**config.mk**
```make
export PLATFORM = sky130hd
export DESIGN_NAME = cdc_fifo_reader_flat
export DESIGN_NICKNAME = d
export VERILOG_FILES = /design/src/rtl/cdc_fifo_reader_pkg.sv /design/src/rtl/cdc_fifo_reader_if.sv /design/src/rtl/cdc_fifo_reader_ring.sv /design/src/rtl/cdc_fifo_reader.sv /design/src/flat_wrapper.sv
export SDC_FILE = /design/constraint.sdc
export NUM_CORES = 1
export LEC_CHECK = 0
export BUFFER_PORTS_ARGS = -buffer_cell sky130_fd_sc_hd__buf_2
export CAP_MARGIN = 20
export CORE_MARGIN = 3
export CORE_UTILIZATION = 59
export CTS_BUF_LIST = sky130_fd_sc_hd__clkbuf_8
export DETAILED_ROUTE_END_ITERATION = 8
export MAX_ROUTING_LAYER = met4
export PLACE_DENSITY_LB_ADDON = 0.2
export SLEW_MARGIN = 30
export SYNTH_ARGS = -nofsm -noshare
export SYNTH_HDL_FRONTEND = slang
export SYNTH_SLANG_ARGS = --single-unit
export TNS_END_PERCENT = 10
```
**constraint.sdc**
```tcl
create_clock -name clk -period 2.9 [get_ports clk]
set_clock_uncertainty 0.2 [all_clocks]
set_input_delay 0.435 -clock clk [delete_from_list [all_inputs] [get_ports clk]]
set_output_delay 0.435 -clock clk [all_outputs]
set_load 0.01 [all_outputs]
```
**src/rtl/cdc_fifo_reader_pkg.sv**
```systemverilog
// Shared constants and helpers for the clock-crossing FIFO read-side logic.
package cdc_fifo_pkg;

    localparam int STATS_WIDTH      = 32;
    localparam int MIN_READER_DEPTH = 2;

    // Local buffer depth must be a power of two so the pointers wrap for free.
    function automatic bit depth_ok(input int d);
        return (d >= MIN_READER_DEPTH) && ((d & (d - 1)) == 0);
    endfunction

endpackage

```
**src/rtl/cdc_fifo_reader_if.sv**
```systemverilog
// FIFO read-side and downstream stream signals of the FIFO reader.
interface cdc_fifo_reader_if #(
    parameter int DATA_W = 32
);

    logic [DATA_W-1:0] fifo_read_data;
    logic              fifo_read_valid;
    logic              fifo_read_ack;
    logic [DATA_W-1:0] out_data;
    logic              out_valid;
    logic              out_ready;

    // slave: the reader block; master: the FIFO plus downstream consumer.
    modport slave (
        input  fifo_read_data,
        input  fifo_read_valid,
        input  out_ready,
        output fifo_read_ack,
        output out_data,
        output out_valid
    );

    modport master (
        output fifo_read_data,
        output fifo_read_valid,
        output out_ready,
        input  fifo_read_ack,
        input  out_data,
        input  out_valid
    );

endinterface

```
**src/rtl/cdc_fifo_reader_ring.sv**
```systemverilog
// Single-clock ring buffer: register array, wrapping pointers and occupancy count.
module sync_ring_buffer
    import cdc_fifo_pkg::*;
#(
    parameter  int DATA_W = 32,
    parameter  int DEPTH  = 4,
    localparam int PTR_W  = $clog2(DEPTH),
    localparam int CNT_W  = PTR_W + 1
) (
    input  logic              clk,
    input  logic              reset,
    input  logic              push,
    input  logic [DATA_W-1:0] push_data,
    input  logic              pop,
    output logic [DATA_W-1:0] rd_data,
    output logic [CNT_W-1:0]  count
);

    typedef logic [DATA_W-1:0] data_t;
    typedef logic [PTR_W-1:0]  ptr_t;
    typedef logic [CNT_W-1:0]  count_t;

    data_t  mem_q [DEPTH];
    ptr_t   wr_ptr_q, wr_ptr_d;
    ptr_t   rd_ptr_q, rd_ptr_d;
    count_t count_q, count_d;

    always_comb begin
        wr_ptr_d = wr_ptr_q;
        rd_ptr_d = rd_ptr_q;
        count_d  = count_q;
        if (push) wr_ptr_d = wr_ptr_q + ptr_t'(1);
        if (pop)  rd_ptr_d = rd_ptr_q + ptr_t'(1);
        case ({push, pop})
            2'b10:   count_d = count_q + count_t'(1);
            2'b01:   count_d = count_q - count_t'(1);
            default: count_d = count_q;
        endcase
    end

    always_ff @(posedge clk or posedge reset) begin
        if (reset) begin
            wr_ptr_q <= '0;
            rd_ptr_q <= '0;
            count_q  <= '0;
        end else begin
            wr_ptr_q <= wr_ptr_d;
            rd_ptr_q <= rd_ptr_d;
            count_q  <= count_d;
        end
    end

    // Storage carries no reset: contents are only observed while count is non-zero.
    always_ff @(posedge clk) begin
        if (push) mem_q[wr_ptr_q] <= push_data;
    end

    assign rd_data = mem_q[rd_ptr_q];
    assign count   = count_q;

    a_depth_ok: assert property (@(posedge clk) depth_ok(DEPTH));
    a_no_overflow: assert property (@(posedge clk) disable iff (reset)
        !(push && (count_q == count_t'(DEPTH))));
    a_no_underflow: assert property (@(posedge clk) disable iff (reset)
        !(pop && (count_q == '0)));

endmodule

```
**src/rtl/cdc_fifo_reader.sv**
```systemverilog
// Read-side adapter turning the FIFO's look-ahead ack protocol into a valid/ready stream.
// Optional CDC_FIFO_READER_STATS_EN adds word_count and stall_count outputs.
module cdc_fifo_reader
    import cdc_fifo_pkg::*;
#(
    parameter int DATA_W = 32,
    parameter int DEPTH  = 4
) (
    input logic               clk,
    input logic               reset,
    cdc_fifo_reader_if.slave  bus
`ifdef CDC_FIFO_READER_STATS_EN
    ,
    output logic [STATS_WIDTH-1:0] word_count,
    output logic [STATS_WIDTH-1:0] stall_count
`endif
);

    localparam int PTR_W = $clog2(DEPTH);
    localparam int CNT_W = PTR_W + 1;

    typedef logic [DATA_W-1:0] data_t;
    typedef logic [CNT_W-1:0]  count_t;

    logic   ack_q, ack_d;
    logic   land;
    logic   pop;
    count_t count;
    count_t fill;
    data_t  rd_data;

    // Ack looks only at local occupancy; out_ready never reaches fifo_read_ack.
    always_comb begin
        land  = bus.fifo_read_valid & ack_q;
        fill  = count + count_t'(land);
        ack_d = ~reset & (fill < count_t'(DEPTH));
    end

    always_ff @(posedge clk or posedge reset) begin
        if (reset) ack_q <= 1'b0;
        else       ack_q <= ack_d;
    end

    assign bus.fifo_read_ack = ack_d;
    assign bus.out_valid     = (count != '0);
    assign bus.out_data      = rd_data;
    assign pop               = bus.out_valid & bus.out_ready;

    sync_ring_buffer #(
        .DATA_W (DATA_W),
        .DEPTH  (DEPTH)
    ) u_buf (
        .clk       (clk),
        .reset     (reset),
        .push      (land),
        .push_data (bus.fifo_read_data),
        .pop       (pop),
        .rd_data   (rd_data),
        .count     (count)
    );

`ifdef CDC_FIFO_READER_STATS_EN
    typedef logic [STATS_WIDTH-1:0] stat_t;

    stat_t word_count_q, word_count_d;
    stat_t stall_count_q, stall_count_d;

    function automatic stat_t sat_inc(input stat_t v);
        return (&v) ? v : v + stat_t'(1);
    endfunction

    // A stall is upstream data waiting while the local buffer is full.
    always_comb begin
        word_count_d  = pop ? word_count_q + stat_t'(1) : word_count_q;
        stall_count_d = stall_count_q;
        if ((count == count_t'(DEPTH)) && bus.fifo_read_valid)
            stall_count_d = sat_inc(stall_count_q);
    end

    always_ff @(posedge clk or posedge reset) begin
        if (reset) begin
            word_count_q  <= '0;
            stall_count_q <= '0;
        end else begin
            word_count_q  <= word_count_d;
            stall_count_q <= stall_count_d;
        end
    end

    assign word_count  = word_count_q;
    assign stall_count = stall_count_q;
`endif

endmodule

```
**src/flat_wrapper.sv**
```systemverilog
// flat-port wrapper written by rule: the top's interface ports become plain ports
module cdc_fifo_reader_flat import cdc_fifo_pkg::*;
#(
    parameter int DATA_W = 32,
    parameter int DEPTH  = 4
)
  (clk, reset, bus_fifo_read_data, bus_fifo_read_valid, bus_out_ready, bus_fifo_read_ack, bus_out_data, bus_out_valid);
  cdc_fifo_reader_if #(.DATA_W(DATA_W)) bus_i ();
  input logic clk;
  input logic reset;
  input wire logic [$bits(bus_i.fifo_read_data)-1:0] bus_fifo_read_data;
  input wire logic [$bits(bus_i.fifo_read_valid)-1:0] bus_fifo_read_valid;
  input wire logic [$bits(bus_i.out_ready)-1:0] bus_out_ready;
  output wire logic [$bits(bus_i.fifo_read_ack)-1:0] bus_fifo_read_ack;
  output wire logic [$bits(bus_i.out_data)-1:0] bus_out_data;
  output wire logic [$bits(bus_i.out_valid)-1:0] bus_out_valid;
  assign bus_i.fifo_read_data = bus_fifo_read_data;
  assign bus_i.fifo_read_valid = bus_fifo_read_valid;
  assign bus_i.out_ready = bus_out_ready;
  assign bus_fifo_read_ack = bus_i.fifo_read_ack;
  assign bus_out_data = bus_i.out_data;
  assign bus_out_valid = bus_i.out_valid;
  cdc_fifo_reader #(.DATA_W(DATA_W), .DEPTH(DEPTH)) u_core (.clk(clk), .reset(reset), .bus(bus_i));
endmodule
```
=== Word level (Yosys, flattened, before mapping) ===
Memory sizes are Yosys's and may differ from the RTL's.
Index checks and enable logic that the tools add are counted.

* Add/subtract/negate cells: 5
* Multipliers: 0
* Divide/modulo/power cells: 0
* Order comparisons: 1
* Eq/ne operators: 2
* Shift-type cells: 0
* Muxes and demuxes: 3
* Bitwise operators: 4
* Reductions and logical operators: 2

{| class="wikitable"
|+ Operator list
! cell !! number
|-
| $pmux W3 S2 || 1
|-
| $add A2 B1 Y2 const B || 2
|-
| $add A3 B1 Y3 || 1
|-
| $add A3 B1 Y3 const B || 1
|-
| $and A1 B1 Y1 || 3
|-
| $lt A3 B3 Y1 const B || 1
|-
| $reduce_bool A3 Y1 || 1
|-
| $sub A3 B1 Y3 const B || 1
|-
| $eq A2 B1 Y1 const B || 1
|-
| $eq A2 B2 Y1 const B || 1
|-
| $mux W1 || 2
|-
| $reduce_bool A2 Y1 || 1
|-
| $not A1 Y1 || 1
|}

* Register bits: 8
* Bits in latches: 0
* RAM bits: 128
* Memory bits (read-only): 0
* Input port bits: 36
* Memories: 1

{| class="wikitable"
|+ Memory list
! name !! words !! bits a word !! read ports !! clocked after Yosys merged registers in !! write ports !! RTL line !! source
|-
| u_core.u_buf.mem_q || 4 || 32 || 1 || 0 || 1 || cdc_fifo_reader_ring.sv:23 || <nowiki>data_t mem_q [DEPTH];</nowiki>
|}

=== Depth between registers and ports, before layout ===
* Word-level depth: 4
* Depth in mapped cells: 7
* Mapped depth without buffers: 7

=== Modules after synthesis ===
Synthesis repeated with hierarchy kept, for this count alone.

* Cells, all modules: 212
* Area, all modules: 5139.9 µm²

{| class="wikitable"
|+ Modules (own cells, without submodules)
! module !! instances !! cells each !! area an instance (µm²)
|-
| sync_ring_buffer || 1 || 203 || 5057.4
|-
| cdc_fifo_reader || 1 || 9 || 82.6
|}

=== Least setup slack after synthesis ===
OpenSTA, ideal clock, no wires.

* Kind: register -> register
* From: register u_core.u_buf.wr_ptr_q[0]
* To: memory u_core.u_buf.mem_q[2][0] in the netlist's numbering (enable)
* Setup time: 392 ps
* Data arrival time: 1450 ps
* Data required time: 2308 ps
* Setup slack: 858 ps
* Stages on the path, launching flop included: 4
* Period minus slack after synthesis: 2042 ps
* Cell sequence: dfrtp_1 -> inv_1 -> ha_1 -> and3_1

{| class="wikitable"
|+ RTL lines
! item !! RTL line !! source
|-
| start: declaration || cdc_fifo_reader_ring.sv:24 || <nowiki>ptr_t wr_ptr_q, wr_ptr_d;</nowiki>
|-
| start signal: assignment || cdc_fifo_reader_ring.sv:47 || <nowiki>wr_ptr_q <= wr_ptr_d;</nowiki>
|-
| end: declaration || cdc_fifo_reader_ring.sv:23 ||
|}

No word-level cell before the write port.

=== Worst setup path in the final report ===
* From: register u_core.u_buf.rd_ptr_q[0]
* To: output port bus_out_data[0]

* Cells in the longest elaborated chain, start to end: 1

{| class="wikitable"
|+ RTL lines
! item !! RTL line !! source
|-
| start: declaration || cdc_fifo_reader_ring.sv:25 || <nowiki>ptr_t rd_ptr_q, rd_ptr_d;</nowiki>
|-
| start signal: assignment || cdc_fifo_reader_ring.sv:48 || <nowiki>rd_ptr_q <= rd_ptr_d;</nowiki>
|-
| $mem_v2 Z4 W32 || -- ||
|-
| end: declaration || flat_wrapper.sv:15 || <nowiki>output wire logic [$bits(bus_i.out_data)-1:0] bus_out_data;</nowiki>
|}

Every way passes these cells.

==> results.md <==
- Status: complete, no violations
- Global Route Usage Sum: 0.1876
- Cell variety after synth: 21
- Max-slew headroom: 0.6788
- Final Critical Period: 2.628 ns
- P per Cell Area: 925.5 nW/um^2
- DPL Wire Length: 5259 um
- Number of diodes: 0
- Yosys top cell area share: 0.7509
- Hold EP: u_core.u_buf.mem_q[3][19]
- Xor-xnor portion of the synthesized cell area: 0.01198
- Worst hold start: bus_fifo_read_data[19]
- Final setup viols: 0
- Combinational family with the most area after synthesis: multiplexers
- Critical path launch point type: flip-flop
- Drt pass-1 iters: 4
- DRT Wirelength: 8117 um
- Worst Tran Pin Value: 0.4819 ns
- Post-synthesis mux area share: 0.1479
- Worst r2r dst: u_core.u_buf.count[2]
- Antenna viol nets, final: 0
- Number of global-route vias before repair: 2,578
- Vias: 2,345
- Critical Path AT: 1.99 ns
- Worst EP required: 2.27 ns
- Initial core utilization: 0.6137
- Setup slack, reg-to-reg: 0.87 ns
- WL/cell: 19.42 um
- R2r startpoint: u_core.u_buf.count[0]
- Clock sinks: 136
- CTS Buffer Depth: 2
- Setup TNS: 0 ns
- Syn Area/Cell: 24.61 sq um
- Area of the die: 9830 sq um
- Final core occ: 0.7270
- Cts repair resizes: 0
- Die width: 99.15 um
- CP max FO: 27
- Sequential area share after synthesis: 0.7900
- Leak: 0.002178 uW
- RSZ-0062 raised after global routing: no
- Via-to-Cell Ratio: 5.610
- Drc violations: 0
- Post-route total power: 5611 uW
- Placer congestion estimate: 0.7402
- Worst vdd ir: 0.6991 mV
- Core area: 8341 sq um
- Worst setup EP type: output port
- CTS root buf: clkbuf_8
- Mapped Nets: 250
- Num CTS Buffers: 17
- Initial antenna violation count: 0
- 1st-iter DRT viols: 135
- IO Count: 70
- HP Class: in2reg
- Final Hold Viols: 0
- Adder-cell share of the synthesized area: 0.01613
- Post-CTS Repair Setup Buffers: 0
- Critical path class: reg2out
- CTS tree: built
- Area growth syn-to-layout: 18.46%
- Rows: 33
- R2r worst-path depth: 7
- Synth Area in Compound Gates: 0.001711
- Biggest area consumer among synthesized cells: edfxtp_1
- Fmax achieved: 0.3806 GHz
- Post-CTS Hold Fix Bufs: 2
- Layout Nets: 342
- Cell Area, Synth: 5119 sq um
- Fin crit share: 0.9061
- Synth area leaders: edfxtp_1 75%, mux4_2 12%, dfrtp_1 3.9%
- Layout cells sized above 1: 0.4537
- Yosys Warn Count: 0
- Die height: 99.15 um
- Max-slew violations: 0
- I/O Buffers: 69
- Clock slew at reported path FFs: 0.07 ns
- Largest net degree at the start of global routing: 28
- Congestion Overflow GR: 0
- First-pass GRT wire length: 13,050 um
- Max-cap viol count: 0
- H-tree levels: 4
- Simple-Gate Fraction of Synth Area: 0.01027
- Hold depth: 1
- Worst-skew pair later-pin latency: 0.41 ns
- Mapped Cells: 208
- Post-synthesis register bit count: 136
- Hold_ws: 0.03099 ns
routing by layer:
layer / up-vias / wire [um] / GRT usage
met5: - / 0 / -
met4: 0 / 131 / 0.07458
met3: 13 / 393 / 0.05680
met2: 66 / 4299 / 0.3037
met1: 1209 / 3293 / 0.2233
li1: 1057 / - / -
cells by family (layout without fill, tap and decap cells):
kind of cell	count (synthesis)	in the layout
compound gates	1	1
xor+xnor	7	7
fa+ha+maj	6	6
buf+inv	14	119
flops	136	136
mux	34	34
simple gates	10	10
cells in the mapped netlist, drive strengths merged:
| cell type | n |
|---|---|
| xor2 | 3 |
| clkbuf | 1 |
| o31a | 1 |
| nand2 | 2 |
| and3 | 4 |
| buf | 7 |
| nor2 | 2 |
| mux2 | 1 |
| mux2i | 1 |
| fa | 1 |
| or3 | 1 |
| ha | 5 |
| inv | 6 |
| mux4 | 32 |
| dfrtp | 8 |
| nand4 | 1 |
| xnor2 | 4 |
| edfxtp | 128 |
per-stage QoR:
stage,cell area (sq um),cells,setup WS (ns)
finish,6063,418,0.2724
global route,6063,418,0.1439
CTS,6063,418,0.2186
detailed placement,5599,384,0.6798
global placement,5599,384,0.7057
floorplan,5119,208,0.8576
layout by cell type, fill, tap and decap left out, drive strengths merged, types with 2 or more instances in the layout:
cell         count
xnor2            4
edfxtp         128
dlygate4sd3      2
buf             79
clkbuf          17
ha               5
inv              8
nand2            2
dfrtp            8
nor2             2
and3             4
clkinv           7
xor2             3
mux4            32
bufinv           5
flip-flops by register name, summed over array words and instances, names as in the netlist:
name / flops
u_core.u_buf.rd_ptr_q: 2
u_core.u_buf.wr_ptr_q: 2
u_core.u_buf.mem_q: 128
u_core.ack_q: 1
u_core.u_buf.count: 3
worst max-delay path by stage:
stage          slack, ns                     start  depth (start not counted)                  endpoint
2_1_floorplan       0.86  u_core.u_buf.wr_ptr_q[0]                          3  u_core.u_buf.mem_q[2][0]
3_3_place_gp        0.71  u_core.u_buf.rd_ptr_q[0]                          3           bus_out_data[0]
3_5_place_dp        0.68  u_core.u_buf.rd_ptr_q[0]                          3           bus_out_data[0]
4_1_cts             0.22  u_core.u_buf.rd_ptr_q[0]                          3           bus_out_data[0]
5_1_grt             0.14  u_core.u_buf.rd_ptr_q[0]                          3           bus_out_data[0]
6_report            0.27  u_core.u_buf.rd_ptr_q[0]                          3           bus_out_data[0]
critical path: stages (launching register included):
cell,delay [ns]
dfrtp_2,0.52
buf_12,0.28
mux4_1,0.61
buf_2,0.16
cell type report:
cell class | count | area [sq um]
clock buffers | 17 | 234.0
clock inverters | 15 | 210.2
fillers | 509 | 2277
inverters | 6 | 22.52
multi-input cells | 58 | 967.2
flip-flops and latches | 136 | 4045
well taps | 105 | 131.4
repair buffers | 81 | 452.9
power breakdown:
group	switching [uW]	leakage (uW)	internal (uW)	total, uW
registers	111	0.00125	2360	2470
clock network	656	0.000229	1010	1670
logic	724	0.000699	747	1470
Note: power is estimated with default switching activity, not from simulation.
